## src/rtl/sqrt_arbiter.sv

```systemverilog
// Round-robin front end that shares one 8-bit square-root engine among NREQ requesters.
// Define SQRT_ARB_TIMEOUT_EN to add an engine watchdog that aborts after TIMEOUT ISSUE cycles.
module sqrt_arbiter #(
   parameter int NREQ    = 4,
   parameter int TIMEOUT = 255
) (
   input  logic              clock,
   input  logic              reset,
   input  logic [NREQ-1:0]   req_valid,
   input  logic [8*NREQ-1:0] req_n,
   output logic [NREQ-1:0]   req_ack,
   output logic [NREQ-1:0]   resp_valid,
   output logic [3:0]        resp_root,
   output logic              resp_err,
   output logic              busy,
   output logic              eng_go,
   output logic [7:0]        eng_n,
   output logic              eng_reset,
   input  logic [3:0]        eng_answer,
   input  logic              eng_over
);

   localparam int PW = (NREQ > 1) ? $clog2(NREQ) : 1;

   localparam logic [1:0] IDLE    = 2'd0;
   localparam logic [1:0] ISSUE   = 2'd1;
   localparam logic [1:0] RELEASE = 2'd2;

   localparam logic [NREQ-1:0] ONE_HOT0 = NREQ'(1);
   localparam logic [PW-1:0]   LAST     = PW'(NREQ - 1);

   logic [1:0]    state;
   logic [PW-1:0] rr_ptr;
   logic [PW-1:0] grant;
   logic [PW-1:0] winner;
   logic          found;
   logic          tmo_hit;

   // First pass covers rr_ptr..NREQ-1, second pass wraps around to 0..rr_ptr-1.
   always_comb begin
      found  = 1'b0;
      winner = '0;
      for (int i = 0; i < NREQ; i++) begin
         if (!found && req_valid[i] && (PW'(i) >= rr_ptr)) begin
            found  = 1'b1;
            winner = PW'(i);
         end
      end
      for (int i = 0; i < NREQ; i++) begin
         if (!found && req_valid[i]) begin
            found  = 1'b1;
            winner = PW'(i);
         end
      end
   end

   assign busy   = (state != IDLE);
   assign eng_go = (state == ISSUE);

   always_ff @(posedge clock) begin
      if (reset) begin
         state      <= IDLE;
         rr_ptr     <= '0;
         grant      <= '0;
         req_ack    <= '0;
         resp_valid <= '0;
         resp_root  <= '0;
         eng_n      <= '0;
      end else begin
         req_ack    <= '0;
         resp_valid <= '0;
         case (state)
            IDLE: begin
               if (found) begin
                  req_ack <= ONE_HOT0 << winner;
                  eng_n   <= req_n[{winner, 3'b000} +: 8];
                  grant   <= winner;
                  rr_ptr  <= (winner == LAST) ? PW'(0) : winner + 1'b1;
                  state   <= ISSUE;
               end
            end
            ISSUE: begin
               if (eng_over) begin
                  resp_valid <= ONE_HOT0 << grant;
                  resp_root  <= eng_answer;
                  state      <= RELEASE;
               end else if (tmo_hit) begin
                  resp_valid <= ONE_HOT0 << grant;
                  resp_root  <= 4'd0;
                  state      <= RELEASE;
               end
            end
            RELEASE: state <= IDLE;
            default: state <= IDLE;
         endcase
      end
   end

`ifdef SQRT_ARB_TIMEOUT_EN
   logic [15:0] tmo_cnt;
   logic        abort_q;
   logic        err_q;

   assign tmo_hit = (state == ISSUE) && !eng_over && (tmo_cnt == 16'(TIMEOUT - 1));

   // Counter sits at zero outside ISSUE, so every job starts its watchdog fresh.
   always_ff @(posedge clock) begin
      if (reset) begin
         tmo_cnt <= '0;
         abort_q <= 1'b0;
         err_q   <= 1'b0;
      end else begin
         tmo_cnt <= (state == ISSUE) ? tmo_cnt + 16'd1 : 16'd0;
         abort_q <= tmo_hit;
         err_q   <= tmo_hit;
      end
   end

   assign resp_err  = err_q;
   assign eng_reset = reset | abort_q;
`else
   logic unused_timeout;

   assign unused_timeout = (TIMEOUT != 0);
   assign tmo_hit        = 1'b0;
   assign resp_err       = 1'b0;
   assign eng_reset      = reset;
`endif

endmodule

```

## config.mk

```make
export PLATFORM = sky130hd
export DESIGN_NAME = sqrt_arbiter
export DESIGN_NICKNAME = d
export VERILOG_FILES = /design/src/rtl/sqrt_arbiter.sv
export SDC_FILE = /design/constraint.sdc
export NUM_CORES = 1
export LEC_CHECK = 0
export CAP_MARGIN = 40
export CORE_UTILIZATION = 35
export CTS_CLUSTER_DIAMETER = 100
export CTS_CLUSTER_SIZE = 28
export DETAILED_ROUTE_END_ITERATION = 12
export GPL_TIMING_DRIVEN = 0
export HOLD_SLACK_MARGIN = 0.02
export PLACE_DENSITY = 0.71
export SLEW_MARGIN = 20
export SYNTH_ARGS = -nofsm -noshare
export SYNTH_HDL_FRONTEND = slang
export SYNTH_SLANG_ARGS = --single-unit
```

## constraint.sdc

```tcl
create_clock -name clock -period 2.2 [get_ports clock]
set_input_delay 0.44 -clock clock [delete_from_list [all_inputs] [get_ports clock]]
set_output_delay 0.44 -clock clock [all_outputs]
set_load 0.01 [all_outputs]
```

== After elaboration in Yosys (flattened, before gate mapping) ==
Index checks and enable logic that the tools add are counted.

* Equal/unequal tests: 4
* Multiplexer cells: 19
* $add $sub $neg: 1
* Order comparisons: 4
* Reductions and logical operators: 25
* Bitwise operators: 4
* Shift-type cells: 3

{| class="wikitable"
|+ Operators with widths
! kind !! number
|-
| 32-bit by 6-bit variable part select with 8-bit output || 1
|-
| 2-bit two-way mux || 9
|-
| 1-bit logical AND || 11
|-
| 1-bit two-way mux || 9
|-
| 1-bit by 2-bit << shifter with 4-bit output (first input constant) || 2
|-
| 1-bit logical NOT || 7
|-
| 2-bit AND reduction || 3
|-
| 3-bit OR reduction || 2
|-
| 1-bit by 2-bit greater-or-equal comparator with 1-bit output (first input constant) || 2
|-
| 2-bit greater-or-equal comparator (first input constant) || 2
|-
| 1-bit inverter || 4
|-
| 2-bit one-hot mux with 2 select lines || 1
|-
| 2-bit by 1-bit adder with 2-bit output (second input constant) || 1
|-
| 2-bit by 1-bit equality test with 1-bit output (second input constant) || 1
|-
| 2-bit equality test (second input constant) || 1
|-
| 2-bit logical NOT || 1
|-
| 2-bit by 1-bit inequality test with 1-bit output (second input constant) || 1
|-
| 2-bit inequality test (second input constant) || 1
|-
| 2-bit nonzero test || 1
|}

* Register bits: 26
* Input bits: 43

== Depth between registers and ports, before layout ==
Gate-level depths: netlist (run 1).

* Depth after elaboration: 29
* Depth in mapped cells: 7
* Mapped depth without buffers: 5

== Worst setup path after synthesis (run 1) ==
OpenSTA, ideal clock, no wires.

* Kind: input -> register
* From: in req_valid[2]
* To: reg eng_n[0]
* Path buffers: 2
* Stages: 7
* Slack: 331 ps
* Required time: 2066 ps
* Arrival: 1735 ps
* Cell sequence: nor2b_1 or4_1 clkbuf_1 buf_2 and3_1 o21ai_1 o211ai_1

* Word-level cells in the longest chain between the ends: 20
* Elaborated cells between the ends (all ways): 27
* Classes of those cells: shift: 1; mux: 12; reduce/logical: 14

{| class="wikitable"
|+ Ends and longest elaborated chain
! what !! line !! RTL
|-
| start, declared || 9 || <nowiki>input logic [NREQ-1:0] req_valid,</nowiki>
|-
| 1-bit logical AND (2 in series) || 44 || <nowiki>if (!found && req_valid[i] && (PW'(i) >= rr_ptr)) begin</nowiki>
|-
| 1-bit two-way mux || 44 ||
|-
| 1-bit logical NOT || 44 ||
|-
| 1-bit logical AND (2 in series) || 44 ||
|-
| 1-bit two-way mux || 44 ||
|-
| 1-bit logical NOT || 50 || <nowiki>if (!found && req_valid[i]) begin</nowiki>
|-
| 1-bit logical AND || 50 ||
|-
| 1-bit two-way mux || 50 ||
|-
| [2 not listed] || n/a ||
|-
| 1-bit two-way mux || 50 ||
|-
| 1-bit logical NOT || 50 ||
|-
| 1-bit logical AND || 50 ||
|-
| 1-bit two-way mux || 50 ||
|-
| 1-bit logical NOT || 50 ||
|-
| 1-bit logical AND || 50 ||
|-
| 2-bit two-way mux or 1-bit two-way mux (tied branches) || 50 ||
|-
| 32-bit by 6-bit variable part select with 8-bit output or 2-bit AND reduction (tied branches) || n/a ||
|-
| end signal, assigned || 76 || <nowiki>eng_n <= req_n[{winner, 3'b000} +: 8];</nowiki>
|-
| end, declared || 17 || <nowiki>output logic [7:0] eng_n,</nowiki>
|}

Parallel ways exist; a longest one is shown, timed or not.
A chain may end at the register's enable or synchronous reset.

== Worst setup path after layout (run 1) ==
* From: in req_valid[1]
* To: reg eng_n[2]

* Word-level cells in the longest chain between the ends: 24
* Elaborated cells between the ends (all ways): 32
* Classes of those cells: shift: 1; mux: 14; reduce/logical: 17

{| class="wikitable"
|+ Ends and longest elaborated chain
! what !! line
|-
| 1-bit logical AND (2 in series) || 44
|-
| 1-bit two-way mux || 44
|-
| 1-bit logical NOT || 44
|-
| 1-bit logical AND (2 in series) || 44
|-
| 1-bit two-way mux || 44
|-
| 1-bit logical NOT || 44
|-
| 1-bit logical AND (2 in series) || 44
|-
| 1-bit two-way mux || 44
|-
| [5 not listed] || n/a
|-
| 1-bit two-way mux || 50
|-
| 1-bit logical NOT || 50
|-
| 1-bit logical AND || 50
|-
| 1-bit two-way mux || 50
|-
| 1-bit logical NOT || 50
|-
| 1-bit logical AND || 50
|-
| 2-bit two-way mux or 1-bit two-way mux (tied branches) || 50
|-
| 32-bit by 6-bit variable part select with 8-bit output or 2-bit AND reduction (tied branches) || n/a
|}

Parallel ways exist; a longest one is shown, timed or not.

==> results, run 1 <==
- For this run, global-route usage on met3 was measured as under 10%.
- Of the total power, combinational logic draws 33.0%.
- In this run the critical register-to-register path is captured at eng_n[2].
- The number of port buffers is between 60 and 70.
- During synthesis, Yosys emitted a total of 0 warnings.
- Setup violations remaining at the end of the flow were counted as 0.
- The total overflow left after global routing is 0.
- The detail route stage leaves a number of antenna-violating nets equal to 0.
- Summing internal, switching and leakage power gives between 1000 and 1500 uW.
- The initial core utilization is 36.6%.
- The worst relative slew slack is 58.8%.
- CTS built an H-tree with a depth of 1.
- For this design the top-level I/O count stands at 67.
- The die footprint is between 3000 and 4000 sq um.
- The most common library cell in the layout ignoring fill and taps is sky130_fd_sc_hd__clkdlybuf4s50_1.
- For the final database, setup skew stands at around 0.0048 ns.
- Dividing the final minimum period by the clock period gives around 96%.
- The maximum number of pins on one net before global-route repair is 16.
- The number of hold-repair buffers added at the cts stage is 0.
- The gate count of the mapped netlist is about 140.
- The number of cells in the design after placement is between 200 and 300.
- The post-route minimum period is about 2.1 ns.
- The total iterations of the first detailed-routing run is 4.
- Across all layers, the routed design uses approximately 1200 vias.
- The wire length of the first global-routing pass is between 5 and 6 mm.
- Across the VDD grid, the largest voltage drop is approximately 0.00033 V.
- The number of buffers created by CTS is 3.
- For this design the static power due to leakage is 0.000803 uW.
- The power per cell area is 657 nW/um^2.
- The initial antenna violation count is 0.
- Setup total negative slack on the finished layout was measured at 0 ns.
- The finished layout holds ~260 standard cells, fillers aside.
- By instance count, the cell type seen most on the critical path is sky130_fd_sc_hd__nor2b_1.
- The worst hold path was traced through 2 stages.
- At the later pin of the worst-skew pair, clock insertion delay measures about 0.32 ns.
- The post-synthesis sequential element count is 26.
- The logic depth of the worst register-to-register path is 6.
- The via count of the first global-routing pass is around 1200.
- The final layout contains routed wiring with a total length of 3.42 mm.
- The signal on the critical path passes through clkdlybuf4s50_1, nor2b_1, a211oi_2, nor2b_1, or3_1, clkbuf_1, o211ai_1.
- The clock transition at the registers of the reported paths is about 0.14 ns.
- The fraction of final layout cells sized beyond drive strength 1 is 7.08%.
- The origin of the critical flop-to-flop path is rr_ptr[1].
- The mean post-synth cell area is 8.49 sq um.
- Measured along the y axis, the die boundary spans between 60 and 70 um.
- The first routing iteration left 24 violations.
- The min-delay analysis places its worst path in the category reg2reg.
- The destination of the critical timing path is eng_n[2].
- The remaining routing DRC violations is 0.
- The number of pins exceeding their max-slew limit in the final report came to 0.
- Setup repair after global routing left no endpoint under its margin.
- The achievable clock frequency is 472 MHz.
- The total setup buffers inserted after CTS is 0.
- The run finished with clean final reports.
- In this design, the stage delay of the slowest critical-path cell is 0.52 ns.
- The sequential element share of the synthesized area is 42.6%.
- The maximum fanout count along the critical path is 10.
- Global routing used roughly a third of the available met2 tracks.
- For this run, the post-layout net count is 256.
- The required arrival time at the worst endpoint is 2.45 ns.
- The startpoint-to-endpoint class of the critical path is in2reg.
- After detailed routing, the average wire length per cell comes to ~13 um.
- Registers are responsible for a little over two fifths of the overall power.
- In this run the cell area of the synthesized design comes to 1220 sq um.
- STA classifies the critical path startpoint as a primary input.
- The critical path's slowest cell is sky130_fd_sc_hd__clkdlybuf4s50_1.
- The clock network is responsible for between 20 and 25% of the overall power.
- The root buffer cell is sky130_fd_sc_hd__clkbuf_4.
- Setup slack on the worst reg-to-reg path comes out at between 0.3 and 0.4 ns.
- The count of unique library cells instantiated by Yosys is 32.
- The internal power of the cells totals 954 uW.
- The source of the critical timing path is req_valid[1].
- TritonCTS built the clock tree.
- The number of endpoints with negative hold slack in the final report is 0.
- STA classifies the critical path endpoint as a flop.
- The area growth from synthesis to layout is 63.7%.
- The clock tree buffer depth is 2.
- In the layout the commonest cells are sky130_fd_sc_hd__clkdlybuf4s50_1 (63), sky130_fd_sc_hd__dfxtp_1 (26), sky130_fd_sc_hd__nand2_1 (19), sky130_fd_sc_hd__nor2_1 (11), sky130_fd_sc_hd__and3_1 (9).
- The number of sinks driven by the clock tree is 26.
- In this run the power spent charging and discharging nets is approximately 360 uW.
- The placer congestion estimate is approximately 0.74.
- The final antenna diode count is 0.
- Gates resized during post-CTS repair numbered 0.
- Measured along the x axis, the die boundary spans between 60 and 70 um.
- Detailed placement finished with a half-perimeter wire length of roughly 2.7 mm.
- The busiest layer in global routing is met2.
- The floorplan step defined a core boundary enclosing about 3300 sq um.
- The slew at the pin closest to its max-slew limit is around 0.62 ns.
- For met1 alone, demand over resource in global routing was 24.4%.
- The number of core rows is 21.
- The total of max-cap violations is 0.
- Net switching is 27.4% of the power.
- The arrival time reported for the critical path endpoint is 2.37 ns.
- The vias per cell is just under 5.
- Cells fill between 50% and 60% of the core in the end.
- The number of nets handed over by synthesis was 187.
- The overall routing resource usage is 19.7%.
[cell families (layout without fill, tap and decap cells)]
kind of cell           Yosys count  count (layout)  synth area share (%)
flip-flops                      26              26                  42.6
multiplexers                     8               8                  6.55
XOR/XNOR                         1               1                 0.717
other                            1               1                 0.307
AO/OA/AOI/OAI                   35              35                  18.6
buffers and inverters           11              79                  4.91
AND/OR/NAND/NOR                 62              62                  26.3
[per-stage QoR]
step	worst slack (ns)	hold WS (ns)	cell area [sq um]
after floorplan	0.331	0.434	1220
after global placement	-0.293	0.445	1930
after detailed placement	-0.321	0.456	1930
after CTS	0.0394	0.475	1980
after global routing	0.00464	0.505	2000
final	0.0798	0.470	2000
[flip-flops by register name, summed over array words and instances (netlist names)]
signal and flops:
eng_n 8, rr_ptr 2, req_ack 4, resp_valid 4, state 2, resp_root 4, grant 2
[worst max-delay path: cells and delay by family]
family                 cells  cell delay, ns
buffers and inverters      2            0.76
AND/OR/NAND/NOR            3            0.59
AO/OA/AOI/OAI              2            0.58
[worst min-delay path by stage]
stage	slack, ns	start	end
after CTS	0.48	resp_root[3]	resp_root[3]
after global routing	0.50	resp_root[3]	resp_root[3]
after global placement	0.45	resp_root[0]	resp_root[0]
after floorplan	0.43	grant[1]	resp_valid[1]
after detailed placement	0.46	resp_root[3]	resp_root[3]
final	0.47	resp_root[3]	resp_root[3]
[cells in the mapped netlist, drive strengths merged]
| cell type | instances | share of area, % |
|---|---|---|
| a211oi | 2 | 1.6 |
| a21boi | 8 | 4.9 |
| a21oi | 8 | 3.3 |
| and2 | 3 | 1.7 |
| and3 | 9 | 4.6 |
| buf | 6 | 3.4 |
| clkbuf | 4 | 1.2 |
| conb | 1 | 0.31 |
| dfxtp | 26 | 43 |
| inv | 1 | 0.31 |
| mux2i | 8 | 6.6 |
| nand2 | 19 | 5.8 |
| nand2b | 2 | 1.0 |
| nand3 | 4 | 1.6 |
| nor2 | 11 | 3.4 |
| nor2b | 6 | 3.1 |
| nor3 | 2 | 0.82 |
| nor4 | 2 | 1.0 |
| nor4b | 1 | 1.2 |
| o211ai | 8 | 4.9 |
| o21ai | 8 | 3.3 |
| o21bai | 1 | 0.61 |
| or3 | 1 | 0.51 |
| or4 | 1 | 0.61 |
| or4b | 1 | 0.82 |
| xnor2 | 1 | 0.72 |
[layer usage]
metal	wire length (um)	vias up
met5	0	-
met4	18	0
li1	-	639
met1	1490	575
met2	1770	31
met3	135	4
[power groups by stage]
stage                     Sequential, uW  Clock [uW]  Combinational [uW]
final                                554         327                 434
after global routing                 561         352                 477
after CTS                            554         334                 432
after detailed placement             565           0                 429
after global placement               562           0                 421
after floorplan                      578           0                 202
[cell type report]
type	instances	area (sq um)
fill	299	1340
multi-input combinational	107	658
timing repair buffer	65	656
sequential	26	520
tap	46	57.6
buffer	9	52.6
clock inverter	1	30.0
clock buffer	3	22.5
inverter	1	3.75
Note: power is estimated with default switching activity, not from simulation.
==> run 2, diff against run 1 <==
--- a/config.mk
+++ b/config.mk
@@ -10,6 +10,7 @@
 export CTS_CLUSTER_DIAMETER = 100
 export CTS_CLUSTER_SIZE = 28
 export DETAILED_ROUTE_END_ITERATION = 12
+export GPL_ROUTABILITY_DRIVEN = 0
 export GPL_TIMING_DRIVEN = 0
 export HOLD_SLACK_MARGIN = 0.02
 export PLACE_DENSITY = 0.71
==> results of run 2 <==
The final DEF is identical to that of run 1; final timing and power are the same.
==> RTL change 1 (settings of run 2) <==
The parameter `NREQ` goes from 4 to 8.
--- a/src/rtl/sqrt_arbiter.sv
+++ b/src/rtl/sqrt_arbiter.sv
@@ -2,5 +2,5 @@
 // Define SQRT_ARB_TIMEOUT_EN to add an engine watchdog that aborts after TIMEOUT ISSUE cycles.
 module sqrt_arbiter #(
-   parameter int NREQ    = 4,
+   parameter int NREQ    = 8,
    parameter int TIMEOUT = 255
 ) (
Ports: changed (resized req_ack, req_n, req_valid and resp_valid); port bits go from 67 to 111. No check against the original RTL was run, so the function may have changed too.
==> RTL change 1 against run 2 <==
The run now ends with setup timing left; highest routed layer unchanged; first-iteration DRC count increased to 3.2 times the old value; setup slack got worse by 110 ps; global-route usage increased by 0.88 points; sequential cell count increased by 10; utilization increased by 9.3 points; cell area increased by 93%; synthesized area increased by 68%; wire length increased by 100%; total power increased by 130%; sequential power increased by 44%.
==> RTL change 1: results (changes against run 2) <==
run status finished with violations; failing checks setup timing; # resized after CTS 47 (+47); CTS buffer count 5 (+2); R2R Path End eng_n[6]$_SDFFE_PP0P_; wl on met1 2930 um (+96%); LEAKAGE 1.58 nW (+97%); Setup-failing EPs final 2 (+2); Fillers 451 (+51%); Setup crit start rr_ptr[1]$_SDFFE_PP0P_; vias in the first global route 2020 (+63%); via count 2260 (+81%); I/O Buffers 109 (+68%); Post-Syn Instances 229 (+59%); sequential share of the synthesized area 35.0% (-7.5 points); fin nets 461 (+80%); P_sw 0.980 mW (+170%); root buffer cell clkbuf_8; P_seq 0.796 mW (+44%); DRT iter0 DRCs 76 (+220%); delay-heaviest family, CP compound AO/OA/AOI/OAI gates; total wire length 6900 um (+100%); Setup Buffers After CTS 17 (+17); GRT Util Overall 20.6% (+0.88 points); routed vias/inst 5.02 (+3.7%); Reg2Reg Depth 10 (+4); first-pass GRT wire length 9800 um (+81%); share of layout cells above drive strength 1 25.9% (+19 points); Synth area leaders dfxtp_1 35%, mux2i_1 16%, a21oi_1 5.1%; Reg clk slew, reported paths 80 ps (-60 ps); unique cell type count in the Yosys netlist 42 (+31%); Clock power frac 19.5% (-5.3 points); Internal 1.99 mW (+110%); met2 routed wirelength 3660 um (+110%); Skew-Pair Late Insertion Delay 290 ps (-30 ps); Critical-path top delay cell dfxtp_4; dpl ws -866 ps (-545 ps); Area Growth Syn to Fin 87.7%; H-tree Lvls 2 (+1); setup_tns -29.0 ps (-29.0 ps); Clock Skew 7.66 ps (+2.90 ps); PnR worst setup slack -25.5 ps (-105 ps); crit-path max FO 8 (-2); HPWL after DPL 4690 um (+74%)
[RTL change 1: changes by cell type in the layout (fill, tap and decap cells not counted), sizes merged, moves of 8 or more]
cell	run 2	this run
dfxtp	26	36
nor2	11	23
a21oi	8	22
buf	6	44
a22oi	0	9
mux2i	8	32
clkdlybuf4s50	63	100
o211ai	8	0
a32o	0	8
[RTL change 1: layer usage]
layer  up-vias  GRT usage, %
met5         -             0
met4         0          8.33
met3        12          3.26
met2        54          35.5
met1      1075          25.3
li1       1119             -
[RTL change 1: layout make-up]
class                   instances  area share, %
clock inverters                 3           1.10
well taps                      72           2.33
multi-input cells             174           36.2
clock buffers                   5           1.78
inverters                       7          0.810
plain buffers                  12           3.34
repair buffers                141           35.5
flip-flops and latches         36           18.9
[RTL change 1: worst min-delay path by stage]
stage	start	to	slack [ps]	cells past startpoint
3_3_place_gp	resp_root[1]$_SDFFE_PP0P_	resp_root[1]$_SDFFE_PP0P_	440	2
3_5_place_dp	resp_root[1]$_SDFFE_PP0P_	resp_root[1]$_SDFFE_PP0P_	450	2
2_1_floorplan	grant[1]$_SDFFE_PP0P_	resp_valid[4]$_SDFF_PP0_	480	1
6_report	resp_root[3]$_SDFFE_PP0P_	resp_root[3]$_SDFFE_PP0P_	460	2
4_1_cts	resp_root[1]$_SDFFE_PP0P_	resp_root[1]$_SDFFE_PP0P_	460	2
5_1_grt	resp_root[2]$_SDFFE_PP0P_	resp_root[2]$_SDFFE_PP0P_	480	2
[RTL change 1: cell families after synthesis]
group	count (synthesis)	synth area share, %
flip-flops	36	35.0
AO/OA/AOI/OAI	56	20.4
multiplexers	32	15.6
AND/OR/NAND/NOR	80	19.8
other	1	0.182
buffers and inverters	19	6.02
adder cells (fa/ha/maj)	5	3.04
==> RTL change 2 (settings of run 2) <==
Made on the original files. Build with the macro `SQRT_ARB_TIMEOUT_EN` defined.
--- a/src/rtl/sqrt_arbiter.sv
+++ b/src/rtl/sqrt_arbiter.sv
@@ -1,4 +1,6 @@
 // Round-robin front end that shares one 8-bit square-root engine among NREQ requesters.
 // Define SQRT_ARB_TIMEOUT_EN to add an engine watchdog that aborts after TIMEOUT ISSUE cycles.
+`define SQRT_ARB_TIMEOUT_EN
+
 module sqrt_arbiter #(
    parameter int NREQ    = 4,
Check against the original RTL: no difference found for any inputs over 10 cycles, from zero or initial values and one cycle with reset high; that may be too few to reach the edited logic, so the function may still have changed.
==> RTL change 2 against run 2 <==
Cell area is 37% higher; non-clock buffer count is 1 higher; setup slack gained 0.74 ps; total power increased by 35%; critical path depth decreased by 3; first-iteration DRC count rose to 2.6 times the old value; synthesized area grew 55%; wire length is 23% higher; largest cell class is now multi-input gates; sequential cell count grew 17.
==> RTL change 2: results (changes against run 2) <==
PnR worst setup slack 80.6 ps (+0.744 ps); pin count of the biggest net entering global routing 16 (unchanged); run status complete, no violations; Synth area leaders dfxtp_1 46%, mux2i_1 9.0%, nor2_1 5.6%; Syn Nets 247 (+32%); dpl ws -367 ps (-46.7 ps); crit-path max FO 10 (unchanged); Setup crit start reset; VDD IR max 0.266 mV (-20%); Post-synth top cells 43 x dfxtp_1, 28 x nor2_1, 21 x nand2_1, 17 x mux2i_1; via count 1620 (+30%); I/O Buffers 66 (+1.5%); Internal 1.29 mW (+35%); initial antenna violation count 0 (unchanged); routed len/inst 12.2 um (-7.8%); root buffer cell clkbuf_8; Yosys warnings 0 (unchanged); Reg clk slew, reported paths 80 ps (-60 ps); first-pass GRT wire length 6430 um (+18%); Post-synth top flop dfxtp_1; R2R Setup Slk 310 ps (-20 ps); CP endpoint eng_reset; CTS Buffer Depth 2 (unchanged); LEAKAGE 1.03 nW (+28%); Clock Skew 8.92 ps (+4.16 ps); CP Data Arrival Time 1680 ps (-690 ps); Hold Crit Class reg2reg; Reg2Reg Depth 8 (+2); sequential share of the synthesized area 45.6% (+3.0 points); final design utilization 53.4% (-6.5 points); Async S/R FF share, synth 0% (unchanged); share of layout cells above drive strength 1 8.36% (+1.3 points); Skew-Pair Late Insertion Delay 290 ps (-30 ps); CP max stage delay 470 ps (-50 ps); RR Startpoint rr_ptr[1]$_SDFFE_PP0P_; top-area cell type share of the netlist area 45.6% (+3.0 points); Antenna diodes 0 (unchanged); fin nets 320 (+25%); Min-Delay Path Depth 1 (-1); Fillers 493 (+65%); placed instance area 2640 um^2 (+37%); GRT Util Overall 14.9% (-4.8 points); Critical-path top delay cell clkdlybuf4s50_1; CTS buffer count 5 (+2); H-tree Lvls 2 (+1); biggest regs tmo_cnt x16, eng_n x8; DRT iter0 DRCs 63 (+160%); commonest non-fill, non-tap cell in the layout clkdlybuf4s50_1; HPWL after DPL 3260 um (+21%); # resized after CTS 4 (+4); Setup Buffers After CTS 0 (unchanged); R2R Path End rr_ptr[0]$_SDFFE_PP0P_; worst-margin pin slew 580 ps (-36.2 ps); DRT Pass-1 Iters 4 (unchanged); unique cell type count in the Yosys netlist 44 (+38%); vias in the first global route 1439 (+16%)
## RTL change 2: cell types whose count changed in the layout (fill, tap and decap cells not counted), sizes merged, moves of 7 or more
cell / delta
o221ai: +8
xor2: +10
nor2: +18
dfxtp: +17
o211ai: -8
mux2i: +9
a21boi: -7
and3: -7
## RTL change 2: layout make-up
type,instances,area share [%]
multi-input cells,145,34.7
flip-flops and latches,43,31.4
repair buffers,66,24.2
well taps,70,3.19
plain buffers,9,2.55
clock buffers,5,2.51
clock inverters,3,0.912
inverters,4,0.547
## RTL change 2: power by group through the flow
stage / sequential (mW) / combinational (mW) / clock [mW]
6_report: 0.858 / 0.409 / 0.504
5_1_grt: 0.865 / 0.451 / 0.558
4_1_cts: 0.858 / 0.414 / 0.526
3_5_place_dp: 0.877 / 0.411 / 0
3_3_place_gp: 0.874 / 0.410 / 0
2_1_floorplan: 0.890 / 0.196 / 0
## RTL change 2: per-stage QoR
step,power (mW),instances
floorplan,1.09,201
global placement,1.28,337
detailed placement,1.29,337
CTS,1.80,345
global route,1.87,345
finish,1.77,345
## RTL change 2: worst min-delay path by stage
stage	startpoint	to	slack, ps
2_1_floorplan	tmo_cnt[0]$_SDFF_PP0_	tmo_cnt[0]$_SDFF_PP0_	430
3_3_place_gp	tmo_cnt[0]$_SDFF_PP0_	tmo_cnt[0]$_SDFF_PP0_	440
3_5_place_dp	eng_n[5]$_SDFFE_PP0P_	eng_n[5]$_SDFFE_PP0P_	450
4_1_cts	tmo_cnt[0]$_SDFF_PP0_	tmo_cnt[0]$_SDFF_PP0_	470
5_1_grt	rr_ptr[0]$_SDFFE_PP0P_	rr_ptr[0]$_SDFFE_PP0P_	490
6_report	tmo_cnt[0]$_SDFF_PP0_	tmo_cnt[0]$_SDFF_PP0_	460
## RTL change 2: cell families (layout without fill, tap and decap cells)
kind of cell	count (synthesis)	after routing	share of synthesized area (%)
buffers and inverters	13	87	3.97
DFF	43	43	45.6
AOI/OAI and AO/OA	29	29	10.5
adders and majority gates	3	3	1.99
xor gates and xnor gates	12	12	5.56
muxes	17	17	9.01
and+or+nand+nor	84	84	23.4
## RTL change 2: worst max-delay path: cells and delay by family
kind | cells | cell delay [ps]
buffers and inverters | 3 | 940
AND/OR/NAND/NOR | 1 | 290
## RTL change 2: metal layers
metal / routed length, um / track usage (%) / part of all wire, %
met5: 0 / 0 / 0
met2: 2010 / 23.8 / 48
met4: 78 / 5.97 / 1.8
met3: 146 / 3.31 / 3.5
met1: 1980 / 19.7 / 47
